$ cat config.mk
export PLATFORM = sky130hd
export DESIGN_NAME = config_loader_flat
export DESIGN_NICKNAME = d
export VERILOG_FILES = /design/src/rtl/config_loader_if.sv /design/src/rtl/config_loader.sv /design/src/flat_wrapper.sv
export SDC_FILE = /design/constraint.sdc
export NUM_CORES = 1
export LEC_CHECK = 0
export CORE_MARGIN = 5
export CORE_UTILIZATION = 45
export CTS_BUF_LIST = sky130_fd_sc_hd__clkbuf_16
export CTS_CLUSTER_DIAMETER = 150
export DETAILED_ROUTE_END_ITERATION = 6
export HOLD_SLACK_MARGIN = 0.08
export PLACE_DENSITY_LB_ADDON = 0.08
export RECOVER_POWER = 50
export SETUP_SLACK_MARGIN = 0.2
export SLEW_MARGIN = 15
export SYNTH_ARGS = -nofsm -noshare
export SYNTH_HDL_FRONTEND = slang
export SYNTH_SLANG_ARGS = --single-unit
$ cat constraint.sdc
create_clock -name clk -period 2.9 [get_ports clk]
set_input_delay 0.58 -clock clk [delete_from_list [all_inputs] [get_ports clk]]
set_output_delay 0.58 -clock clk [all_outputs]
set_load 0.02 [all_outputs]
$ cat src/rtl/config_loader_if.sv
// Host word stream into the loader and the broadcast configuration bus out to the tiles.
interface config_loader_if;
  logic        in_valid;
  logic        in_ready;
  logic [31:0] in_addr;
  logic [31:0] in_data;
  logic        in_last;
  logic [31:0] config_addr;
  logic [31:0] config_data;
  logic        config_en;

  modport master (
    output in_valid, in_addr, in_data, in_last,
    input  in_ready, config_addr, config_data, config_en
  );

  modport slave (
    input  in_valid, in_addr, in_data, in_last,
    output in_ready, config_addr, config_data, config_en
  );
endinterface

$ cat src/rtl/config_loader.sv
// Buffers (addr, data) words from a host in a small FIFO and broadcasts them one per
// cycle onto the tile configuration bus, honouring tile back-pressure (hold).
module config_loader #(
  parameter int DEPTH = 4
) (
  input  logic               clk,
  input  logic               reset,
  input  logic               start,
  input  logic               hold,
  config_loader_if.slave     bus,
  output logic               busy,
  output logic               done,
  output logic [15:0]        word_count
);

  localparam int AW = $clog2(DEPTH);

  typedef enum logic [1:0] {IDLE, LOAD, DRAIN, DONE} state_e;

  state_e          state_q, state_d;
  logic [63:0]     mem_q [DEPTH];
  logic [AW-1:0]   wr_ptr_q, rd_ptr_q;
  logic [AW:0]     count_q;
  logic [31:0]     cfg_addr_q, cfg_data_q;
  logic            cfg_en_q;
  logic [15:0]     wcnt_q;

  logic full, empty, active, push, pop;

  function automatic logic [15:0] sat_inc(input logic [15:0] v);
    return (v == 16'hFFFF) ? v : v + 16'd1;
  endfunction

  assign full   = (count_q == (AW+1)'(DEPTH));
  assign empty  = (count_q == '0);
  assign active = (state_q == LOAD) || (state_q == DRAIN);
  // in_ready comes from registered occupancy only, so a full FIFO never bypasses.
  assign bus.in_ready = (state_q == LOAD) && !full;
  assign push   = bus.in_valid && bus.in_ready;
  assign pop    = active && !empty && !hold;

  always_comb begin
    state_d = state_q;
    case (state_q)
      IDLE:    if (start) state_d = LOAD;
      LOAD:    if (push && bus.in_last) state_d = DRAIN;
      DRAIN:   if (empty && !cfg_en_q) state_d = DONE;
      DONE:    state_d = IDLE;
      default: state_d = IDLE;
    endcase
  end

  always_ff @(posedge clk) begin
    if (!reset) begin
      state_q    <= IDLE;
      wr_ptr_q   <= '0;
      rd_ptr_q   <= '0;
      count_q    <= '0;
      cfg_addr_q <= '0;
      cfg_data_q <= '0;
      cfg_en_q   <= 1'b0;
      wcnt_q     <= '0;
    end else begin
      state_q  <= state_d;
      cfg_en_q <= pop;
      if (push) wr_ptr_q <= wr_ptr_q + 1'b1;
      if (pop) begin
        rd_ptr_q   <= rd_ptr_q + 1'b1;
        cfg_addr_q <= mem_q[rd_ptr_q][63:32];
        cfg_data_q <= mem_q[rd_ptr_q][31:0];
      end
      case ({push, pop})
        2'b10:   count_q <= count_q + 1'b1;
        2'b01:   count_q <= count_q - 1'b1;
        default: count_q <= count_q;
      endcase
      if (state_q == IDLE && start) wcnt_q <= '0;
      else if (pop)                 wcnt_q <= sat_inc(wcnt_q);
    end
  end

  // Storage is not reset; the pointers and occupancy define what is valid.
  always_ff @(posedge clk) begin
    if (push) mem_q[wr_ptr_q] <= {bus.in_addr, bus.in_data};
  end

  assign bus.config_addr = cfg_addr_q;
  assign bus.config_data = cfg_data_q;
  assign bus.config_en   = cfg_en_q;
  assign busy            = active;
  assign done            = (state_q == DONE);
  assign word_count      = wcnt_q;

endmodule
$ cat src/flat_wrapper.sv
// flat-port wrapper written by rule: the top's interface ports become plain ports
module config_loader_flat 
#(
  parameter int DEPTH = 4
)
  (clk, reset, start, hold, busy, done, word_count, bus_in_valid, bus_in_addr, bus_in_data, bus_in_last, bus_in_ready, bus_config_addr, bus_config_data, bus_config_en);
  config_loader_if bus_i ();
  input  logic clk;
  input  logic reset;
  input  logic start;
  input  logic hold;
  output logic busy;
  output logic done;
  output logic [15:0] word_count;
  input wire logic [$bits(bus_i.in_valid)-1:0] bus_in_valid;
  input wire logic [$bits(bus_i.in_addr)-1:0] bus_in_addr;
  input wire logic [$bits(bus_i.in_data)-1:0] bus_in_data;
  input wire logic [$bits(bus_i.in_last)-1:0] bus_in_last;
  output wire logic [$bits(bus_i.in_ready)-1:0] bus_in_ready;
  output wire logic [$bits(bus_i.config_addr)-1:0] bus_config_addr;
  output wire logic [$bits(bus_i.config_data)-1:0] bus_config_data;
  output wire logic [$bits(bus_i.config_en)-1:0] bus_config_en;
  assign bus_i.in_valid = bus_in_valid;
  assign bus_i.in_addr = bus_in_addr;
  assign bus_i.in_data = bus_in_data;
  assign bus_i.in_last = bus_in_last;
  assign bus_in_ready = bus_i.in_ready;
  assign bus_config_addr = bus_i.config_addr;
  assign bus_config_data = bus_i.config_data;
  assign bus_config_en = bus_i.config_en;
  config_loader #(.DEPTH(DEPTH)) u_core (.clk(clk), .reset(reset), .start(start), .hold(hold), .bus(bus_i), .busy(busy), .done(done), .word_count(word_count));
endmodule
==> flow_metrics.tcl, run 1 <==
set metrics [dict create \
    die-area_um2 32600 \
    max-clock-path-buffers 3 \
    dr.pass1.iters 5 \
    grt-ovfl-total 0 \
    yosysTopAreaCellShare 0.5873 \
    setup_viol 0 \
    cts.sinks 346 \
    clock_skew_ns 0.01731 \
    fmax_mhz 394.8 \
    netlist_instances 783 \
    drive_above_1_share 0.1520 \
    required_ns 2.32 \
    synth_seq_cells 346 \
    endpoint "busy" \
    wl_per_cell_um 20.10 \
    slew_headroom 0.4346 \
    fin_util 0.5673 \
    r2r_end "u_core.count_q[2]$_SDFFE_PN0P_" \
    die_y_um 180.5 \
    status "finished, final reports clean" \
    gp_congestion 0.7599 \
    place_inst 1297 \
    min_period_ns 2.533 \
    max-cap-violations 0 \
    r2r_start "u_core.state_q[0]$_SDFFE_PN0P_" \
    finalSetupTns_ns 0 \
    antenna_found_initial 5 \
    grt_pass1_vias 7813 \
    syn_area_um2 13090 \
    hold_viol 0 \
    layoutNonFillerInstCount 1364 \
    h-tree-depth 2 \
    cts_setup_buffers 0 \
    grt_pass1_wl_um 43880 \
    grtUsageTotal 0.1695 \
    power.total_mw 11.68 \
    areaGrowthSynthToFinish_pct 24.40 \
    critical_path_class "flip-flop to output pin" \
    yosys-top-cells-area "edfxtp_1, dfxtp_1, mux4_2" \
    rr_worst_depth 11 \
    grt_max_degree 66 \
    crit_fanout 4 \
    ioPinCount 154 \
    synth_cell_types 52 \
    cts_resized 0 \
    end_kind "output pin" \
    cts_tree "done" \
    slew_viol_final 0 \
    multiInputGateArea_um2 3357 \
    ys_warn_count 0 \
    nFillCells 2250 \
    synth_seq_area_share 0.7250 \
    root_buffer "clkbuf_16" \
    nNetsFinal 1034 \
    drtAntennaViolNets 0 \
    regArea_um2 9497 \
    cts_hold_buffers 0 \
    syn-num-nets 865 \
    critPathArrivalTime_ns 1.95 \
    post-route-drc-count 0 \
    rsz0062_at_grt "no" \
    rows 62 \
    syn_avg_cell_area_um2 16.72 \
    clk_latency_ns 0.51 \
    worstMarginPinSlew_ns 0.8480 \
    coreArea_um2 28700 \
    hp-class "flip-flop to flip-flop" \
    via_per_inst 5.309 \
    drt_iter0_markers 362 \
    critPathLaunch "u_core.state_q[0]$_SDFFE_PN0P_" \
    port_buffers 153 \
    start_util 0.4560 \
    ir_drop_mv 0.4085 \
    antenna_cells 0 \
    powerDensity_nw_per_um2 717.2 \
    die-width_um 180.5 \
    path_clk_slew_ns 0.06 \
    reg2reg_slack_ns 0.41 \
    cts_made_buffers 37 \
    via_count 7242 \
    fin_crit_sh 0.8734 \
    startpoint_type "flip-flop" \
    synth_largest_area_cell "edfxtp_1" \
    dp_hpwl_um 16140 \
    p_leak_nw 5.183 \
    finalWirelength_um 27420 \
]
stage by stage:
step	area, um2	worst slack [ns]	hold WS (ns)
after floorplan	13100	0.2429	0.4710
after global placement	15130	0.2902	0.4503
after detailed placement	15130	0.1928	0.4578
after CTS	16350	0.2330	0.4665
after global routing	16280	0.2365	0.4850
final	16280	0.3670	0.4600
worst min path at each step:
stage | from | end | slack, ns | cells after the start
2_1_floorplan | u_core.state_q[1]$_SDFFE_PN0P_ | u_core.state_q[1]$_SDFFE_PN0P_ | 0.47 | 2
4_1_cts | u_core.bus.config_addr[4]$_SDFFE_PN0P_ | u_core.bus.config_addr[4]$_SDFFE_PN0P_ | 0.47 | 2
5_1_grt | u_core.bus.config_data[19]$_SDFFE_PN0P_ | u_core.bus.config_data[19]$_SDFFE_PN0P_ | 0.49 | 2
3_3_place_gp | u_core.bus.config_data[31]$_SDFFE_PN0P_ | u_core.bus.config_data[31]$_SDFFE_PN0P_ | 0.45 | 2
3_5_place_dp | u_core.bus.config_data[31]$_SDFFE_PN0P_ | u_core.bus.config_data[31]$_SDFFE_PN0P_ | 0.46 | 2
6_report | u_core.bus.config_data[30]$_SDFFE_PN0P_ | u_core.bus.config_data[30]$_SDFFE_PN0P_ | 0.46 | 2
critical path, cell delays in order (launching register included):
cell	delay, ns
dfxtp_1	0.38
inv_1	0.10
ha_1	0.34
clkdlybuf4s50_1	0.63
layer usage:
metal  track usage  vias up  share of wire
met5             0        -         0.0021
met4       0.03569       10          0.015
met3       0.04158       45          0.056
met2        0.2928      188           0.51
met1        0.2199     3667           0.42
li1              -     3332              -
cells in the final DEF (no fill, tap or decap), types with 7 or more instances in the layout:
cell type | netlist | routed
edfxtp_1 | 256 | 256
nand2_1 | 144 | 144
dfxtp_1 | 90 | 88
clkdlybuf4s50_1 | 0 | 87
a21boi_0 | 65 | 65
mux4_2 | 64 | 64
dlygate4sd3_1 | 0 | 64
clkbuf_16 | 0 | 37
inv_1 | 10 | 13
a21oi_1 | 12 | 12
ha_1 | 11 | 11
buf_4 | 7 | 9
clkinv_1 | 0 | 8
o21ai_0 | 7 | 7
nand3_1 | 7 | 7
o31ai_1 | 7 | 7
or4_1 | 7 | 7
sequential cells by signal, summed over array words and instances, names as in the netlist:
register                flops
u_core.mem_q              256
u_core.bus.config_addr     32
u_core.bus.config_data     32
u_core.word_count          16
u_core.count_q              3
u_core.rd_ptr_q             2
u_core.state_q              2
u_core.wr_ptr_q             2
u_core.bus.config_en        1
cells by family (layout without fill, tap and decap cells):
logic type               count (synthesis)  in the layout  synth area share
buffers and inverters                   51            248           0.01883
XOR/XNOR                                 5              5          0.003346
AND/OR/NAND/NOR                        201            201           0.07313
AO/OA/AOI/OAI                          100            100           0.05449
multiplexers                            68             68            0.1132
flip-flops                             346            346            0.7250
adder cells (fa/ha/maj)                 12             12           0.01204
power by group:
group | switching (mW) | internal, mW | total, mW
Combinational | 0.709 | 0.590 | 1.30
Sequential | 0.120 | 5.61 | 5.72
Clock | 1.86 | 2.79 | 4.65
layout make-up:
cell class | instances | share of cell area
clock buffers | 37 | 0.05687
clock inverters | 30 | 0.01783
inverters | 10 | 0.002305
multi-input cells | 386 | 0.2062
flip-flops and latches | 346 | 0.5833
well taps | 384 | 0.02951
repair buffers | 171 | 0.1040
synthesized netlist by cell type (all sizes together):
cell type	n
nor2	1
ha	11
nand4	7
mux2i	4
dfxtp	90
o311ai	1
o31ai	7
a21oi	12
a21boi	65
a311oi	1
nor3	1
nor2b	1
or3	7
a2111o	1
fa	1
inv	10
a221o	1
o211a	1
o21ai	8
and2	12
and2b	1
xor2	1
and3	4
edfxtp	256
or4	7
o211ai	1
o41ai	1
nor4	2
dlygate4sd1	1
nand3	7
clkbuf	16
and4	3
mux4	64
buf	24
or3b	1
o21a	1
nand2b	2
xnor2	4
nand2	145
Power figures use the tool's default switching activity.
==> inputs of run 2 (changes only) <==
--- a/config.mk
+++ b/config.mk
@@ -5,6 +5,7 @@
 export SDC_FILE = /design/constraint.sdc
 export NUM_CORES = 1
 export LEC_CHECK = 0
+export ABC_CLOCK_PERIOD_IN_PS = 2900
 export CORE_MARGIN = 5
 export CORE_UTILIZATION = 45
 export CTS_BUF_LIST = sky130_fd_sc_hd__clkbuf_16
==> results of run 2 <==
Final layout, timing and power as in run 1 (identical DEF).
==> inputs of run 3 (changes only) <==
--- a/config.mk
+++ b/config.mk
@@ -5,6 +5,7 @@
 export SDC_FILE = /design/constraint.sdc
 export NUM_CORES = 1
 export LEC_CHECK = 0
+export ABC_AREA = 1
 export ABC_CLOCK_PERIOD_IN_PS = 2900
 export CORE_MARGIN = 5
 export CORE_UTILIZATION = 45
@@ -13,7 +14,7 @@
 export DETAILED_ROUTE_END_ITERATION = 6
 export HOLD_SLACK_MARGIN = 0.08
 export PLACE_DENSITY_LB_ADDON = 0.08
-export RECOVER_POWER = 50
+export RECOVER_POWER = 100
 export SETUP_SLACK_MARGIN = 0.2
 export SLEW_MARGIN = 15
 export SYNTH_ARGS = -nofsm -noshare
==> flow_metrics.tcl, run 3 <==
set metrics [dict create \
    antenna_found_initial 4 \
    synth_commonest_cells "nor2_1, edfxtp_1, o21ai_0" \
    grt_pass1_vias 8521 \
    critPathArrivalTime_ns 2.05 \
    clockPowerShare 0.347 \
    die_y_um 181.2 \
    finalWirelength_um 29350 \
    yosys-top-cells-area "edfxtp_1, dfxtp_1, nor2_1" \
    syn_area_um2 13190 \
    dr.pass1.iters 5 \
    async_flop_share 0 \
    areaGrowthSynthToFinish_pct 22.78 \
    slew_headroom 0.2344 \
    worstMarginPinSlew_ns 1.144 \
    h-tree-depth 2 \
    place_inst 1612 \
    ir_drop_mv 0.4573 \
    synth-edff-count 256 \
    p_switching_mw 3.572 \
    layout_common_cells "nor2_1, edfxtp_1, o21ai_0, dlygate4sd3_1, dfxtp_1" \
    fmax_mhz 380.6 \
    via_count 8603 \
    fin_crit_sh 0.9059 \
    clk_latency_ns 0.51 \
    setup_viol 0 \
    grtUsageTotal 0.1761 \
    drtAntennaViolNets 0 \
    regArea_um2 9497 \
    nFillCells 2421 \
    yosysTopAreaCellShare 0.5828 \
    port_buffers 153 \
    status "finished, final reports clean" \
    powerDensity_nw_per_um2 793.3 \
    synth_seq_area_share 0.7193 \
    cts.sinks 346 \
    yosys_most_used_dff "edfxtp_1" \
    grt_max_degree 132 \
    coreArea_um2 28860 \
    drt_iter0_markers 534 \
    end_kind "output pin" \
    critical_path.slowest_cell "dlygate4sd3_1" \
    pwr-share-seq 0.470 \
    root_buffer "clkbuf_16" \
    p_sw_frac 0.2780 \
    hold_viol 0 \
    power.total_mw 12.85 \
    pwr-share-comb 0.183 \
    wl_per_cell_um 17.48 \
    grt_pass1_wl_um 46580 \
    synth_seq_cells 346 \
    max-cap-violations 0 \
    clock_skew_ns 0.01711 \
    ioPinCount 154 \
    startpoint_type "flip-flop" \
    cp_cell_sequence "inv_1, ha_1, dlygate4sd3_1" \
    crit_fanout 4 \
    regMostFlops "u_core.mem_q" \
    start_util 0.4571 \
    via_per_inst 5.124 \
    cts_made_buffers 37 \
    dp_hpwl_um 15350 \
    netlist_instances 1127 \
    path_clk_slew_ns 0.06 \
    max-clock-path-buffers 3 \
    p_leak_nw 5.776 \
    layoutNonFillerInstCount 1679 \
    grt-ovfl-total 0 \
    layout_commonest_cell "nor2_1" \
    largest_reg_flops 256 \
    synth_cell_types 29 \
    multiInputGateArea_um2 3274 \
    cts_hold_buffers 0 \
    required_ns 2.32 \
    die-width_um 181.2 \
    nNetsFinal 1349 \
    post-route-drc-count 0 \
    cts_tree "done" \
    rows 62 \
    slew_viol_final 0 \
    min_period_ns 2.627 \
    syn_avg_cell_area_um2 11.70 \
    finalSetupTns_ns 0 \
    cp_slowest_stage_delay_ns 0.70 \
    rsz0062_at_grt "no" \
    syn-num-nets 1209 \
    ys_warn_count 0 \
    critical_path_class "flip-flop to output pin" \
    intPower_mw 9.277 \
    drive_above_1_share 0.06337 \
    yosysMostFrequentCell "nor2_1" \
    die-area_um2 32840 \
    gp_congestion 0.7379 \
    hp-class "input pin to flip-flop" \
    synth_largest_area_cell "edfxtp_1" \
]
[run 3: metrics by stage]
| step | worst slack [ns] | util | area [um2] | hold WS, ns |
|---|---|---|---|---|
| finish | 0.2728 | 0.5613 | 16200 | 0.3331 |
| global route | 0.1673 | 0.5613 | 16200 | 0.3498 |
| CTS | 0.2904 | 0.5643 | 16280 | 0.3119 |
| detailed placement | 0.5102 | 0.5242 | 15130 | 0.4754 |
| global placement | 0.5079 | 0.5242 | 15130 | 0.4629 |
| floorplan | 0.3308 | - | 13230 | 0.4435 |
[run 3: worst max-delay path: cells and delay by family (launching register included)]
kind	cells	cell delay, ns
buffers and inverters	2	0.80
flip-flops	1	0.38
adder cells (fa/ha/maj)	1	0.37
[run 3: layout make-up]
cell class,instances,share of cell area
clock buffer,38,0.05871
multi-input combinational,685,0.2022
inverter,29,0.006798
clock inverter,28,0.01275
sequential,346,0.5863
tap,384,0.02966
timing repair buffer,168,0.1034
antenna,1,0.0001545
[run 3: path summary, 6_finish.rpt]
check,startpoint,endpoint,slack (ns),depth (start not counted)
min reg2reg,u_core.count_q[0]$_SDFFE_PN0P_,u_core.count_q[0]$_SDFFE_PN0P_,0.49,1
max,u_core.state_q[0]$_SDFFE_PN0P_,busy,0.27,3
max reg2reg,u_core.state_q[1]$_SDFFE_PN0P_,u_core.mem_q[1][41]$_DFFE_PP_,0.45,7
min,reset,u_core.bus.config_en$_SDFF_PN0_,0.33,3
[run 3: cell families after synthesis]
logic type      count (synthesis)  share of synthesized area
flops                         346                     0.7193
compound gates                291                     0.1187
simple gates                  375                     0.1121
xor+xnor                        7                   0.004648
buf+inv                        96                    0.03329
fa+ha+maj                      12                    0.01195
[run 3: repair_timing]
item | 4_1_cts | 5_1_grt
setup endpoints to repair | 0 | 1
gates resized for setup | 0 | 1
buffers inserted | 0 | 0
[run 3: power by group through the flow]
stage,Combinational (mW),Sequential [mW],Clock [mW]
global route,2.64,6.09,4.78
global placement,2.49,6.15,0
floorplan,1.28,6.36,0
finish,2.36,6.04,4.46
CTS,2.54,6.05,4.57
detailed placement,2.53,6.15,0
[run 3: layer usage]
metal,part of all wire,vias to the layer above,GRT usage
li1,-,4261,-
met1,0.45,4074,0.2358
met2,0.48,207,0.2965
met3,0.051,55,0.03519
met4,0.023,6,0.04473
met5,0.0014,-,0
